==> config.mk <==
export PLATFORM = sky130hd
export DESIGN_NAME = instr_sequencer
export DESIGN_NICKNAME = d
export VERILOG_FILES = /design/src/rtl/instr_sequencer.sv
export SDC_FILE = /design/constraint.sdc
export NUM_CORES = 1
export LEC_CHECK = 0
export ABC_AREA = 1
export CORE_MARGIN = 2
export CORE_UTILIZATION = 43
export CTS_CLUSTER_SIZE = 16
export DETAILED_ROUTE_END_ITERATION = 7
export GPL_ROUTABILITY_DRIVEN = 0
export PLACE_DENSITY = 0.85
export SLEW_MARGIN = 10
export SYNTH_ARGS = -nofsm -noshare
export SYNTH_HDL_FRONTEND = slang
export SYNTH_SLANG_ARGS = --single-unit
==> constraint.sdc <==
create_clock -name clk -period 1.6 [get_ports clk]
set_input_delay 0.16 -clock clk [delete_from_list [all_inputs] [get_ports clk]]
set_output_delay 0.16 -clock clk [all_outputs]
set_load 0.01 [all_outputs]
==> src/rtl/instr_sequencer.sv <==
// i281 multicycle front end: fetch handshake, IR, one-hot decode,
// flag sampling and FETCH/DECODE/EXEC/MEM phase strobes.
module instr_sequencer #(
  parameter int CNT_W = 16
) (
  input  logic             clk,
  input  logic             reset,
  input  logic             halt,
  input  logic             fetch_ack,
  input  logic [15:0]      instr_in,
  input  logic             mem_ack,
  input  logic [3:0]       flag_in,
  output logic             fetch_req,
  output logic [26:0]      op_out,
  output logic [3:0]       flag_out,
  output logic [3:0]       phase,
  output logic             exec_en,
  output logic             mem_en,
  output logic [CNT_W-1:0] instr_count
);

  localparam logic [3:0] PH_FETCH  = 4'b0001;
  localparam logic [3:0] PH_DECODE = 4'b0010;
  localparam logic [3:0] PH_EXEC   = 4'b0100;
  localparam logic [3:0] PH_MEM    = 4'b1000;

  logic [15:0] ir;
  logic [22:0] oh;
  logic        is_mem;
  logic        retire;
  logic        unused_ir;

  // Low byte carries immediates/addresses for the datapath, not decode.
  assign unused_ir = ^ir[7:0];

  always_comb begin
    oh = '0;
    unique case (ir[15:12])
      4'h0: oh[0]  = 1'b1;
      4'h1: oh[4:1] = 4'b0001 << ir[9:8];
      4'h2: oh[5]  = 1'b1;
      4'h3: oh[6]  = 1'b1;
      4'h4: oh[7]  = 1'b1;
      4'h5: oh[8]  = 1'b1;
      4'h6: oh[9]  = 1'b1;
      4'h7: oh[10] = 1'b1;
      4'h8: oh[11] = 1'b1;
      4'h9: oh[12] = 1'b1;
      4'hA: oh[13] = 1'b1;
      4'hB: oh[14] = 1'b1;
      4'hC: oh[16:15] = ir[8] ? 2'b10 : 2'b01;
      4'hD: oh[17] = 1'b1;
      4'hE: oh[18] = 1'b1;
      4'hF: oh[22:19] = 4'b0001 << ir[9:8];
      default: oh[0] = 1'b1;
    endcase
  end

  // IR only changes on entry to DECODE, so op_out holds until the next one.
  assign op_out    = {ir[11:8], oh};
  assign is_mem    = |{oh[14:11], oh[4:1]};
  assign fetch_req = phase[0] & ~halt & ~reset;
  assign exec_en   = phase[2];
  assign mem_en    = phase[3];
  assign retire    = (phase[2] & ~is_mem)
                   | (phase[3] & mem_ack);

  always_ff @(posedge clk or posedge reset) begin
    if (reset) begin
      phase    <= PH_FETCH;
      ir       <= '0;
      flag_out <= '0;
    end else begin
      unique case (1'b1)
        phase[0]: begin
          if (fetch_req && fetch_ack) begin
            ir       <= instr_in;
            flag_out <= flag_in;
            phase    <= PH_DECODE;
          end
        end
        phase[1]: phase <= PH_EXEC;
        phase[2]: phase <= is_mem ? PH_MEM : PH_FETCH;
        phase[3]: if (mem_ack) phase <= PH_FETCH;
        default:  phase <= PH_FETCH;
      endcase
    end
  end

  always_ff @(posedge clk or posedge reset) begin
    if (reset)
      instr_count <= '0;
    else if (retire && instr_count != '1)
      instr_count <= instr_count + 1'b1;
  end

endmodule

==> results of run 1 <==
==> per-stage QoR <==
step / util, % / area (µm²)
2_1_floorplan: - / 1870
3_3_place_gp: 65.1 / 2660
3_5_place_dp: 65.1 / 2660
4_1_cts: 66.8 / 2730
5_1_grt: 66.3 / 2710
6_report: 66.3 / 2710
==> synth_stat cells, drive strengths merged <==
library cell	n
xor2	3
nor2	37
nand3	8
xnor2	4
ha	1
nand2	120
o22ai	1
or2	1
buf	9
nor3	9
o21ai	9
clkbuf	1
nand4	4
inv	22
dfrtp	31
a21oi	2
dfstp	1
==> final timing paths <==
path,slack [ps],cells after the start,to,start
worst min register to register,400,0,phase[2]$_DFF_PP0_,phase[1]$_DFF_PP0_
worst max-delay path,40,4,op_out[10],ir[15]$_DFFE_PP0P_
worst min-delay path,260,3,phase[3]$_DFF_PP0_,reset
min in group clk,400,3,flag_out[2]$_DFFE_PP0P_,flag_in[2]
max in group asynchronous,1100,3,phase[0]$_DFF_PP1_,reset
worst max register to register,120,9,instr_count[11]$_DFFE_PP0P_,instr_count[1]$_DFFE_PP0P_
==> power groups by stage <==
stage	Clock [mW]	Combinational [mW]	Sequential, mW
CTS	0.615	1.33	1.20
finish	0.596	1.33	1.22
detailed placement	0	1.35	1.20
global placement	0	1.32	1.20
floorplan	0	0.677	1.23
global route	0.654	1.46	1.25
==> final cells by class <==
type	instances	area [µm²]
multi-input cells	199	956
clock inverters	1	5.00
fillers	343	1380
inverters	22	82.6
flip-flops and latches	32	805
clock buffers	7	76.3
well taps	50	62.6
repair buffers	80	723
==> state kept, by name, summed over array words and instances, names as in the netlist <==
| signal | flops |
|---|---|
| phase | 4 |
| flag_out | 4 |
| instr_count | 16 |
| ir | 8 |
==> critical path: stages (launching register included) <==
cell and delay [ps]:
dfrtp_1 380, buf_4 140, or2_2 330, nor2_1 120, buf_2 150
==> metal layers <==
layer	GRT usage, %	up-vias	part of all wire (%)
met1	24.1	903	42
met3	3.03	9	6.6
met5	0	-	0
met2	36.9	78	49
li1	-	958	-
met4	9.62	0	2.0
==> timing repair <==
item / in CTS / in global routing
endpoints found under the setup margin: 24 / 18
hold endpoints to repair: 0 / 0
pin swaps: 2 / 0
setup buffers: 1 / 0
hold buffers: 0 / 0
gates resized for setup: 59 / 22
==> logic make-up after synthesis <==
family | synth area share, %
xor gates and xnor gates | 3.28
and+or+nand+nor | 40.1
adders and majority gates | 0.668
DFF | 42.8
buffers and inverters | 8.62
AOI/OAI and AO/OA | 4.48
==> run_results.csv, run 1 <==
group,metric,value,unit
run_status,status,"finished clean",
place,place.port_buffers,70,
clock_tree,cts_max_path_buffers,2,
power_and_ir_drop,p_leak,1.32,nW
logic_synthesis,syn_area,1870,µm²
sta,layout_setup_ws,39.7,ps
power_and_ir_drop,seqPwrFrac,38.8,%
setup_path,critPathKind,"flop to output pin",
floorplanning,coreArea,4090,µm²
sta,finClkSkew,5.84,ps
cells_and_area,antenna_cells,0,
min_path,min_path_type,"primary input to async pin",
clock_tree,cts_buffers,5,
logic_synthesis,yosysUniqueCellTypes,27,
floorplanning,die_h,70.0,µm
drt,drt_iter0_drc,119,
sta,worst_slew_pin_slew,247,ps
floorplanning,core.rowCount,23,
power_and_ir_drop,clkPwrFrac,19.0,%
power_and_ir_drop,combinationalPowerShare,42.3,%
power_and_ir_drop,power_density,1160,nW/µm²
setup_path,worstPathMaxFanout,4,
floorplanning,dieArea,4900,µm²
drt,drcViolationCount,0,
drt,vias_per_cell,4.98,
cells_and_area,synthToLayoutAreaGrowth,44.8,%
floorplanning,die_w,70.0,µm
flow_run,cap_violations,0,
sta,period_needed,1560,ps
sta,holdWs,263,ps
place,pre_cts_ws,15.6,ps
floorplanning,start_util,45.8,%
power_and_ir_drop,p_sw,1.20,mW
drt,ant_nets,0,
setup_path,worstSetupStartpointType,"flop",
drt,wl_per_cell,12.1,µm
logic_synthesis,ys_seq_area_share,42.8,%
logic_synthesis,synth_nets,289,
sta,setup_tns,0,ps
drt,firstDrtPassIters,4,
cells_and_area,final_cell_mix,"nand2_1, clkdlybuf4s50_1, nor2_1, dfrtp_1, inv_1",
power_and_ir_drop,power,3.14,mW
clock_tree,cts_max_level,2,
clock_tree,root_buffer,"clkbuf_8",
sta,slew_violations,0,
place,dp_hpwl,3490,µm
clock_tree,cts_sinks,32,
logic_synthesis,synth_top_cell_by_area,"dfrtp_1",
clock_tree,cts_tree,"done",
cells_and_area,fin_nets,366,
power_and_ir_drop,internal_power,1.94,mW
grt,grt-ovfl-total,0,
logic_synthesis,ys_seq_elements,32,
clock_tree,insertion_delay,290,ps
cells_and_area,layout.cells.non_filler,391,
setup_path,critPathArrivalTime,1400,ps
grt,grt_usage,20.6,%
clock_tree,clkTransAtPathRegs,60,ps
grt,grt_max_degree,33,
grt,grt_pass1_wl,8220,µm
grt,first_global_vias,1894,
drt,vias,1948,
logic_synthesis,syn_area_per_cell,7.12,µm²
logic_synthesis,syn_inst,263,
sta,hold_viol,0,
logic_synthesis,yosysWarnings,0,
sta,finalSetupViolCount,0,
sta,max-slew-margin-rel,83.5,%
sta,finalCritPeriodShare,97.5,%
drt,drt-total-wl,4720,µm
place,dpl.cell_count,382,
power_and_ir_drop,ir_worst_vdd,738,µV
sta,rsz0062_at_grt,"yes",
power_and_ir_drop,p_sw_share,38.2,%
setup_path,cp-end-kind,"output pin",
setup_path,worstPathRequired,1440,ps
grt,antenna_found_initial,0,
sta,fmax,0.641,GHz
floorplanning,ios,79,
cells_and_area,mostFrequentLayoutCell,"nand2_1",
cells_and_area,layout-drive-gt1-share,17.9,%
logic_synthesis,synth_area_leaders,"dfrtp_1, nand2_1, nor2_1",
logic_synthesis,yosysTopAreaCellShare,41.4,%
Note: power is estimated with default switching activity, not from simulation.
==> run 2: changes to the inputs <==
REMOVE_ABC_BUFFERS = 1   (was unset)
==> run_results.csv, run 2 (synthesized netlist as in run 1, its figures left out) <==
group,metric,value,unit
place,dp_hpwl,3510,µm
floorplanning,dieArea,4900,µm²
run_status,status,"finished clean",
clock_tree,clkTransAtPathRegs,70,ps
power_and_ir_drop,internal_power,2.04,mW
cells_and_area,layout.cells.non_filler,396,
sta,max-slew-margin-rel,82.1,%
sta,fmax,0.642,GHz
setup_path,crit-reg2reg-capture,"instr_count[5]$_DFFE_PP0P_",
setup_path,reg2reg_slack,60,ps
cells_and_area,synthToLayoutAreaGrowth,50.1,%
power_and_ir_drop,ir_worst_vdd,796,µV
floorplanning,core.rowCount,23,
sta,finClkSkew,6.77,ps
setup_path,critPathArrivalTime,1400,ps
min_path,min_path_type,"primary input to async pin",
floorplanning,ios,79,
clock_tree,cts_sinks,32,
power_and_ir_drop,power,3.31,mW
clock_tree,cts_buffers,5,
floorplanning,die_w,70.0,µm
place,dpl.cell_count,383,
drt,ant_nets,0,
drt,drt-total-wl,4980,µm
setup_path,worstPathRequired,1440,ps
grt,grt_usage,20.7,%
cells_and_area,fin_nets,371,
drt,drt_iter0_drc,100,
sta,holdWs,273,ps
grt,grt-ovfl-total,0,
cells_and_area,mostFrequentLayoutCell,"nand2_1",
power_and_ir_drop,p_sw,1.27,mW
sta,slew_violations,0,
cells_and_area,layout-drive-gt1-share,19.4,%
floorplanning,start_util,45.8,%
drt,firstDrtPassIters,4,
sta,period_needed,1560,ps
clock_tree,ctsHoldBuffers,0,
setup_path,critPathKind,"flop to output pin",
grt,grt_max_degree,33,
cells_and_area,fin_util,68.8,%
cells_and_area,largest_register_ffs,16,
setup_path,rr_worst_depth,10,
setup_path,crit-reg2reg-launch,"ir[15]$_DFFE_PP0P_",
clock_tree,cts_max_level,2,
grt,antenna_found_initial,0,
clock_tree,cts_max_path_buffers,2,
drt,drcViolationCount,0,
setup_path,worstPathMaxFanout,4,
cells_and_area,final_cell_mix,"nand2_1, clkdlybuf4s50_1, nor2_1, dfrtp_1, inv_1",
setup_path,cp-end-kind,"output pin",
cells_and_area,top_regs,"instr_count (16), ir (8)",
drt,vias,1930,
cells_and_area,fill_cells,336,
clock_tree,root_buffer,"clkbuf_8",
cells_and_area,regArea,806,µm²
power_and_ir_drop,p_sw_share,38.4,%
sta,finalCritPeriodShare,97.4,%
drt,wl_per_cell,12.6,µm
floorplanning,coreArea,4090,µm²
flow_run,cap_violations,0,
place,place.port_buffers,70,
clock_tree,insertion_delay,290,ps
power_and_ir_drop,p_leak,1.37,nW
sta,finalSetupViolCount,0,
power_and_ir_drop,seqPwrFrac,37.0,%
power_and_ir_drop,power_density,1180,nW/µm²
sta,worst_slew_pin_slew,268,ps
grt,grt_pass1_wl,8100,µm
grt,first_global_vias,1785,
sta,hold_viol,0,
clock_tree,cts_tree,"done",
cells_and_area,top_register,"instr_count",
floorplanning,die_h,70.0,µm
power_and_ir_drop,combinationalPowerShare,43.6,%
cells_and_area,multiInputGateArea,978,µm²
power_and_ir_drop,clkPwrFrac,19.4,%
setup_path,worstSetupStartpointType,"flop",
cells_and_area,antenna_cells,0,
drt,vias_per_cell,4.87,
[run 2: cell types whose count changed in the layout (fill, tap and decap cells not counted), moves of 2 or more]
cell	delta
buf_2	-7
clkbuf_1	-2
clkbuf_2	+5
nor3_1	-2
nor2_2	-2
nand2_4	+2
clkdlybuf4s15_1	+2
nand2_2	-2
nor3_2	+2
buf_4	+4
[run 2: how the worst max path moves through the flow]
stage	startpoint	endpoint	slack, ps	cells past startpoint
5_1_grt	ir[15]$_DFFE_PP0P_	op_out[21]	-30	5
4_1_cts	ir[15]$_DFFE_PP0P_	op_out[3]	-20	5
3_3_place_gp	ir[13]$_DFFE_PP0P_	op_out[1]	30	4
3_5_place_dp	ir[15]$_DFFE_PP0P_	op_out[19]	-20	5
6_report	ir[14]$_DFFE_PP0P_	op_out[7]	40	4
2_1_floorplan	instr_count[1]$_DFFE_PP0P_	instr_count[14]$_DFFE_PP0P_	110	7
[run 2: critical path: stages (launching register included)]
cell and delay [ps]:
dfrtp_1 370, inv_1 80, or2_2 320, nor2_1 100, clkdlybuf4s15_1 240
[run 2: timing repair]
item,CTS,global route
buffers inserted,3,1
gates resized for setup,41,35
gates cloned,0,1
pin swaps,1,2
setup endpoints to repair,24,33
[run 2: area by class of cell]
cell class              count  share of cell area, %
flip-flops and latches     32                   28.7
repair buffers             85                   28.0
well taps                  50                   2.23
clock inverters             2                  0.356
clock buffers               6                   2.94
multi-input cells         199                   34.8
inverters                  22                   2.94
[run 2: routing by layer]
layer | GRT usage, % | share of wire, % | up-vias
met2 | 34.3 | 46 | 89
met4 | 8.12 | 3.0 | 0
met3 | 6.06 | 7.6 | 16
met1 | 25.2 | 43 | 859
li1 | - | - | 966
met5 | 0 | 0 | -
[run 2: per-stage QoR]
| step | instance area, µm² | setup TNS [ps] | setup WS [ps] |
|---|---|---|---|
| detailed placement | 2670 | -35.5 | -20.3 |
| CTS | 2760 | -25.7 | -21.3 |
| global route | 2810 | -136 | -29.8 |
| floorplan | 1790 | 0 | 113 |
| global placement | 2670 | 0 | 29.8 |
| finish | 2810 | 0 | 41.4 |
[run 2: power by group through the flow]
stage / combinational (mW) / sequential [mW] / clock (mW)
finish: 1.44 / 1.23 / 0.643
global route: 1.57 / 1.26 / 0.701
CTS: 1.34 / 1.20 / 0.662
detailed placement: 1.35 / 1.21 / 0
global placement: 1.32 / 1.20 / 0
floorplan: 0.564 / 1.26 / 0
